**config.mk**
```make
export PLATFORM = sky130hd
export DESIGN_NAME = powerup_ctrl_flat
export DESIGN_NICKNAME = d
export VERILOG_FILES = /design/src/rtl/powerup_ctrl_if.sv /design/src/rtl/powerup_ctrl.sv /design/src/flat_wrapper.sv
export SDC_FILE = /design/constraint.sdc
export NUM_CORES = 1
export LEC_CHECK = 0
export BUFFER_PORTS_ARGS = -buffer_cell sky130_fd_sc_hd__buf_4
export CORE_ASPECT_RATIO = 0.9
export CORE_MARGIN = 1.5
export CORE_UTILIZATION = 40
export CTS_BUF_LIST = sky130_fd_sc_hd__clkbuf_8
export CTS_CLUSTER_SIZE = 8
export DETAILED_ROUTE_END_ITERATION = 16
export RECOVER_POWER = 25
export SYNTH_ARGS = -nofsm -noshare
export SYNTH_HDL_FRONTEND = slang
export SYNTH_SLANG_ARGS = --single-unit
```
**constraint.sdc**
```tcl
create_clock -name clk -period 5.55 [get_ports clk]
set_clock_uncertainty 0.15 [all_clocks]
set_input_delay 1.11 -clock clk [delete_from_list [all_inputs] [get_ports clk]]
set_output_delay 1.11 -clock clk [all_outputs]
set_load 0.03 [all_outputs]
```
**src/rtl/powerup_ctrl_if.sv**
```systemverilog
// Pack-side bus between the game controller and one power pack.
// The controller issues spawn/eaten with spawn coordinates; the pack answers
// with its latched position, picked mode and the coordinate-latch ack.
interface powerup_ctrl_if;
    logic        spawn;
    logic        eaten;
    logic [10:0] randx;
    logic [9:0]  randy;
    logic [10:0] pack_x;
    logic [9:0]  pack_y;
    logic [1:0]  pack_mode;
    logic        randop;

    // Controller side
    modport master (
        output spawn, eaten, randx, randy,
        input  pack_x, pack_y, pack_mode, randop
    );

    // Pack side
    modport slave (
        input  spawn, eaten, randx, randy,
        output pack_x, pack_y, pack_mode, randop
    );
endinterface

```
**src/rtl/powerup_ctrl.sv**
```systemverilog
// Power pack lifecycle controller: cooldown -> spawn -> armed -> effect.
// Generates spawn coordinates from a free-running Galois LFSR, detects the
// puck picking up the pack, and decodes the picked mode into effect enables.
module powerup_ctrl #(
    parameter int          WIDTH           = 20,
    parameter int          HEIGHT          = 20,
    parameter int          PUCK_SIZE       = 16,
    parameter int          COOLDOWN_FRAMES = 300,
    parameter int          EFFECT_FRAMES   = 600,
    parameter logic [15:0] LFSR_SEED       = 16'hACE1
) (
    input  logic                 clk,
    input  logic                 reset,
    input  logic                 frame_tick,
    input  logic [10:0]          puck_x,
    input  logic [9:0]           puck_y,
    input  logic                 puck_dir,
    powerup_ctrl_if.master       pack,
    output logic                 shrink_active,
    output logic                 boost_active,
    output logic                 shield_active,
    output logic                 effect_owner
);

    localparam int MAX_FRAMES = (COOLDOWN_FRAMES > EFFECT_FRAMES) ? COOLDOWN_FRAMES : EFFECT_FRAMES;
    localparam int CNT_W      = $clog2(MAX_FRAMES + 1);

    localparam logic [1:0] MODE_SHRINK = 2'b00;
    localparam logic [1:0] MODE_BOOST  = 2'b01;
    localparam logic [1:0] MODE_RSVD   = 2'b10;
    localparam logic [1:0] MODE_SHIELD = 2'b11;

    typedef enum logic [1:0] {
        COOLDOWN = 2'd0,
        SPAWN    = 2'd1,
        ARMED    = 2'd2,
        EFFECT   = 2'd3
    } state_t;

    state_t            state_q, state_d;
    logic [CNT_W-1:0]  frame_cnt_q, frame_cnt_d;
    logic [15:0]       lfsr_q, lfsr_d;
    logic [10:0]       randx_q, randx_d;
    logic [9:0]        randy_q, randy_d;
    logic              hit_q, hit_d;
    logic              eaten_q, eaten_d;
    logic [1:0]        mode_q, mode_d;
    logic              owner_q, owner_d;

    logic [10:0]       randx_free;
    logic [9:0]        randy_free;
    logic              overlap;

    // LFSR next value and the unheld coordinate candidates derived from it
    always_comb begin
        lfsr_d     = {1'b0, lfsr_q[15:1]} ^ (lfsr_q[0] ? 16'hB400 : 16'h0000);
        randx_free = 11'd64 + 11'(lfsr_q[8:0]) + 11'(lfsr_q[15:8]);
        randy_free = 10'd64 + 10'(lfsr_q[8:0]);
        // Coordinates stay frozen while the pack is being asked to spawn
        if (state_q == SPAWN) begin
            randx_d = randx_q;
            randy_d = randy_q;
        end else begin
            randx_d = randx_free;
            randy_d = randy_free;
        end
    end

    // Strict box overlap, widened by one bit so right/bottom edges cannot wrap
    always_comb begin
        logic [11:0] px, kx;
        logic [10:0] py, ky;
        px = {1'b0, puck_x};
        kx = {1'b0, pack.pack_x};
        py = {1'b0, puck_y};
        ky = {1'b0, pack.pack_y};
        overlap = (px < kx + 12'(WIDTH))  && (kx < px + 12'(PUCK_SIZE)) &&
                  (py < ky + 11'(HEIGHT)) && (ky < py + 11'(PUCK_SIZE));
    end

    // Lifecycle next-state, frame counting and pickup latching
    always_comb begin
        state_d     = state_q;
        frame_cnt_d = frame_cnt_q;
        mode_d      = mode_q;
        owner_d     = owner_q;
        eaten_d     = 1'b0;
        // Only an armed pack can be hit; parked or hidden packs are ignored
        hit_d       = (state_q == ARMED) && overlap;

        unique case (state_q)
            COOLDOWN: begin
                if (frame_tick) begin
                    if (frame_cnt_q >= CNT_W'(COOLDOWN_FRAMES - 1)) begin
                        frame_cnt_d = '0;
                        state_d     = SPAWN;
                    end else begin
                        frame_cnt_d = frame_cnt_q + 1'b1;
                    end
                end
            end
            SPAWN: begin
                frame_cnt_d = '0;
                if (pack.randop) state_d = ARMED;
            end
            ARMED: begin
                frame_cnt_d = '0;
                if (hit_q) begin
                    eaten_d     = 1'b1;
                    state_d     = EFFECT;
                    mode_d      = pack.pack_mode;
                    owner_d     = puck_dir;
                    // A tick landing on the pickup cycle belongs to the effect
                    frame_cnt_d = frame_tick ? CNT_W'(1) : '0;
                end
            end
            EFFECT: begin
                if (mode_q == MODE_RSVD) begin
                    // Reserved mode has no effect; cooldown counts this tick
                    state_d     = COOLDOWN;
                    frame_cnt_d = frame_tick ? CNT_W'(1) : '0;
                end else if (frame_tick) begin
                    if (frame_cnt_q >= CNT_W'(EFFECT_FRAMES - 1)) begin
                        frame_cnt_d = '0;
                        state_d     = COOLDOWN;
                    end else begin
                        frame_cnt_d = frame_cnt_q + 1'b1;
                    end
                end
            end
            default: begin
                state_d     = COOLDOWN;
                frame_cnt_d = '0;
            end
        endcase
    end

    // State and datapath registers; reset overrides everything
    always_ff @(posedge clk) begin
        if (!reset) begin
            state_q     <= COOLDOWN;
            frame_cnt_q <= '0;
            lfsr_q      <= LFSR_SEED;
            randx_q     <= randx_free;
            randy_q     <= randy_free;
            hit_q       <= 1'b0;
            eaten_q     <= 1'b0;
            mode_q      <= 2'b00;
            owner_q     <= 1'b0;
        end else begin
            state_q     <= state_d;
            frame_cnt_q <= frame_cnt_d;
            lfsr_q      <= lfsr_d;
            randx_q     <= randx_d;
            randy_q     <= randy_d;
            hit_q       <= hit_d;
            eaten_q     <= eaten_d;
            mode_q      <= mode_d;
            owner_q     <= owner_d;
        end
    end

    // Output decode: enables are one-hot by construction of the mode compare
    always_comb begin
        pack.spawn    = (state_q == SPAWN);
        pack.eaten    = eaten_q;
        pack.randx    = randx_q;
        pack.randy    = randy_q;
        shrink_active = (state_q == EFFECT) && (mode_q == MODE_SHRINK);
        boost_active  = (state_q == EFFECT) && (mode_q == MODE_BOOST);
        shield_active = (state_q == EFFECT) && (mode_q == MODE_SHIELD);
        effect_owner  = (state_q == EFFECT) && (mode_q != MODE_RSVD) && owner_q;
    end

endmodule
```
**src/flat_wrapper.sv**
```systemverilog
// flat-port wrapper written by rule: the top's interface ports become plain ports
module powerup_ctrl_flat 
#(
    parameter int          WIDTH           = 20,
    parameter int          HEIGHT          = 20,
    parameter int          PUCK_SIZE       = 16,
    parameter int          COOLDOWN_FRAMES = 300,
    parameter int          EFFECT_FRAMES   = 600,
    parameter logic [15:0] LFSR_SEED       = 16'hACE1
)
  (clk, reset, frame_tick, puck_x, puck_y, puck_dir, shrink_active, boost_active, shield_active, effect_owner, pack_spawn, pack_eaten, pack_randx, pack_randy, pack_pack_x, pack_pack_y, pack_pack_mode, pack_randop);
  powerup_ctrl_if pack_i ();
  input  logic clk;
  input  logic reset;
  input  logic frame_tick;
  input  logic [10:0] puck_x;
  input  logic [9:0] puck_y;
  input  logic puck_dir;
  output logic shrink_active;
  output logic boost_active;
  output logic shield_active;
  output logic effect_owner;
  output wire logic [$bits(pack_i.spawn)-1:0] pack_spawn;
  output wire logic [$bits(pack_i.eaten)-1:0] pack_eaten;
  output wire logic [$bits(pack_i.randx)-1:0] pack_randx;
  output wire logic [$bits(pack_i.randy)-1:0] pack_randy;
  input wire logic [$bits(pack_i.pack_x)-1:0] pack_pack_x;
  input wire logic [$bits(pack_i.pack_y)-1:0] pack_pack_y;
  input wire logic [$bits(pack_i.pack_mode)-1:0] pack_pack_mode;
  input wire logic [$bits(pack_i.randop)-1:0] pack_randop;
  assign pack_spawn = pack_i.spawn;
  assign pack_eaten = pack_i.eaten;
  assign pack_randx = pack_i.randx;
  assign pack_randy = pack_i.randy;
  assign pack_i.pack_x = pack_pack_x;
  assign pack_i.pack_y = pack_pack_y;
  assign pack_i.pack_mode = pack_pack_mode;
  assign pack_i.randop = pack_randop;
  powerup_ctrl #(.WIDTH(WIDTH), .HEIGHT(HEIGHT), .PUCK_SIZE(PUCK_SIZE), .COOLDOWN_FRAMES(COOLDOWN_FRAMES), .EFFECT_FRAMES(EFFECT_FRAMES), .LFSR_SEED(LFSR_SEED)) u_core (.clk(clk), .reset(reset), .frame_tick(frame_tick), .puck_x(puck_x), .puck_y(puck_y), .puck_dir(puck_dir), .pack(pack_i), .shrink_active(shrink_active), .boost_active(boost_active), .shield_active(shield_active), .effect_owner(effect_owner));
endmodule
```
==> run_results.csv <==
group,metric,value,unit
sta,worstMarginPinSlew,1.12,ns
power_and_ir_drop,power.switching,292,µW
grt,grt_pass1_wl,13400,µm
worst_setup_path,critical_path_required,5.65,ns
routing,via_per_inst,5.14,
cells_and_area,final_nets,574,
synthesis,seq_area_frac_synth,34.6,%
clock_network,htreeDepth,2,
synthesis,synth_edf_count,21,
sta,fin_crit_sh,55.6,%
clock_network,postCtsSetupBuffers,0,
routing,ant_nets,0,
power_and_ir_drop,power_density,221,mW/mm²
grt,antenna_found_initial,0,
sta,max_slew_margin,25.0,%
synthesis,ys_async_sr_fraction,0,%
cells_and_area,drive_gt1_share,19.2,%
die,io_pins,76,
power_and_ir_drop,seqPwrFrac,46.1,%
grt,met2_usage,28.2,%
synthesis,synth_warnings,0,
grt,busiest_layer,"met2",
routing,dr.pass1.iters,4,
clock_network,clk_pin_slew_worst_paths,0.09,ns
synthesis,syn_nets,496,
worst_setup_path,cp.arrival,3.18,ns
status,status,"finished, final reports clean",
power_and_ir_drop,vdd_drop_max,138,µV
die,core-area,0.00908,mm²
power_and_ir_drop,pwr-share-comb,27.8,%
grt,use_met1,21.0,%
routing,vias,3031,
synthesis,synthTopCellsByArea,"ha_1 (19%), dfxtp_1 (18%), edfxtp_1 (17%), xor2_1 (5.4%), xnor2_1 (3.8%)",
worst_setup_path,crit_path_end_kind,"register",
clock_network,cts_hold_buf,0,
grt,grt_use_met3,4.14,%
clock_network,cts_tree,"built",
sta,fin_tns_setup,0,ns
worst_setup_path,r2r-end,"u_core.pack.randx[8]",
worst_setup_path,ff2ff_path_depth,8,
place,dp.cells,582,
sta,rsz0062_at_grt,"false",
hold_path,hold_depth,2,
clock_network,cts_root_buf,"clkbuf_8",
synthesis,synthFlopType,"dfxtp_1",
synthesis,ys_ff_latch,54,
clock_network,clock-sinks,54,
place,dpl_cell_area,0.00441,mm²
routing,post_drt_wl_per_cell,13.1,µm
sta,max_freq,324,MHz
synthesis,syn_area,0.00373,mm²
routing,drt_iter0_drc,108,
place,dp_slack,2.12,ns
synthesis,yosysUniqueCellTypes,51,
power_and_ir_drop,p_int,704,µW
power_and_ir_drop,leakage,0.00202,µW
cells_and_area,final_area,0.00451,mm²
routing,drcViolationCount,0,
cells_and_area,finish.utilization,49.7,%
hold_path,hold_start,"u_core.frame_cnt_q[1]",
die,die_h,94.6,µm
die,initial_utilization,41.0,%
power_and_ir_drop,power_frac_clock,26.1,%
flow_run,cap_violations,0,
synthesis,yosys.area.top_type_share,19.1,%
sta,maxSlewViolCount,0,
clock_network,cts_made_buffers,5,
power_and_ir_drop,switching_share,29.3,%
clock_network,clock_latency,0.30,ns
synthesis,syn_inst,389,
hold_path,worstHoldEndpoint,"u_core.frame_cnt_q[1]",
die,die_area,0.00991,mm²
worst_setup_path,cp-start-kind,"input pin",
place,gp_congestion,0.885,
sta,worst_slack,2.46,ns
synthesis,synth_largest_area_cell,"ha_1",
die,die_w,105,µm
synthesis,synth_area_per_cell,9.59,µm²
routing,routed_wl,7730,µm
grt,track_usage,16.4,%
worst_setup_path,critPathMaxFanout,4,
worst_setup_path,r2r-start,"u_core.lfsr_q[0]",
clock_network,clockBufferDepth,2,
cells_and_area,final_cells,590,
grt,first_global_vias,2936,
grt,grt_start_max_net_pins,29,
place,hpwl,6290,µm
grt,overflow,0,
sta,layout_min_cycle_time,3.09,ns
sta,hold_violations,0,
place,io_buffers,75,
worst_setup_path,worstSetupPathType,"input pin to register",
cells_and_area,n_fill_cell,881,
worst_setup_path,r2r_setup_slack,3.28,ns
cells_and_area,num_antenna_cells,0,
clock_network,cts_resized,0,
sta,setup_viol,0,
hold_path,hold_class,"register to register",
cells_and_area,area_growth,21.1,%
die,row_count,33,
## placed cells by master, fill, tap and decap left out, drive strengths merged, types with 2 or more instances in the layout
| master | n |
|---|---|
| a2111oi | 2 |
| edfxtp | 21 |
| clkbuf | 6 |
| nand3 | 17 |
| nand2b | 8 |
| and3 | 12 |
| a21oi | 22 |
| buf | 74 |
| a221oi | 2 |
| nor4 | 2 |
| o22ai | 3 |
| xor2 | 23 |
| and2 | 10 |
| dfxtp | 33 |
| nor2 | 25 |
| a31oi | 2 |
| ha | 57 |
| a21boi | 3 |
| and4 | 2 |
| a21o | 5 |
| inv | 28 |
| o21bai | 2 |
| o21ai | 20 |
| nor3 | 4 |
| a211oi | 3 |
| o41ai | 2 |
| or3 | 2 |
| mux2i | 2 |
| nor3b | 2 |
| nor2b | 7 |
| nand2 | 26 |
| xnor2 | 16 |
| or2 | 2 |
| o211ai | 2 |
| o2111ai | 11 |
## worst max-delay path: stages
cell	delay, ns
buf_4	0.13
a21oi_1	0.25
nor2_1	0.11
and3_1	0.20
xnor2_1	0.13
ha_1	0.29
a21o_1	0.18
a21oi_1	0.13
o22ai_1	0.09
a2111oi_0	0.32
and4_1	0.24
## Yosys cell counts (all sizes together), types with 4 or more instances
library cell   n
ha            57
and3          12
dfxtp         33
a21o           5
and2          10
edfxtp        21
a21oi         22
nor2b          7
xnor2         16
o2111ai       11
o21ai         20
nor2          25
xor2          23
nand2b         8
nor3           4
nand3         17
nand2         26
inv           27
## kinds of logic (layout without fill, tap and decap cells)
kind of cell               after synthesis  count (layout)  synth area share, %
and+or+nand+nor                        123             123                 17.1
AOI/OAI and AO/OA                       82              82                 15.2
adders and majority gates               58              58                 19.7
DFF                                     54              54                 34.6
xor gates and xnor gates                39              39                 9.16
buffers and inverters                   31             110                 3.69
muxes                                    2               2                0.537
## layout make-up
type                    instances  area (µm²)  share of cell area, %
clock buffers                   5        68.8                   1.52
clock inverters                 3        41.3                  0.915
inverters                      27         101                   2.25
multi-input cells             304        2300                   50.9
flip-flops and latches         54        1290                   28.6
well taps                     122         153                   3.38
repair buffers                 75         559                   12.4
## registers in the layout, summed over array words and instances (netlist names)
register	count
u_core.state_q	2
u_core.pack.eaten	1
u_core.owner_q	1
u_core.pack.randy	10
u_core.frame_cnt_q	10
u_core.lfsr_q	16
u_core.pack.randx	11
u_core.hit_q	1
u_core.mode_q	2
## through the flow
step,hold WS [ns],total power (µW)
CTS,0.325,1010
global route,0.345,1050
detailed placement,0.293,747
global placement,0.297,742
floorplan,0.265,646
finish,0.325,996
## layer usage
layer  part of all wire, %  wire (µm)
met5                     0          0
met4                  0.88         68
met3                   5.8        449
met2                    45       3460
met1                    49       3750
## worst max path at each step
| stage | from | to | slack (ns) | cells after the start |
|---|---|---|---|---|
| 2_1_floorplan | pack_pack_x[2] | u_core.hit_q | 2.45 | 10 |
| 3_3_place_gp | pack_pack_x[2] | u_core.hit_q | 2.21 | 11 |
| 3_5_place_dp | pack_pack_x[2] | u_core.hit_q | 2.12 | 11 |
| 4_1_cts | pack_pack_x[2] | u_core.hit_q | 2.44 | 11 |
| 5_1_grt | pack_pack_x[2] | u_core.hit_q | 2.17 | 11 |
| 6_report | pack_pack_x[2] | u_core.hit_q | 2.46 | 11 |
## power by group through the flow
stage	clock network, µW	logic (µW)	registers, µW
2_1_floorplan	0	132	514
3_3_place_gp	0	274	469
3_5_place_dp	0	278	469
4_1_cts	266	280	460
5_1_grt	282	308	464
6_report	260	277	459
Power figures use the tool's default switching activity.
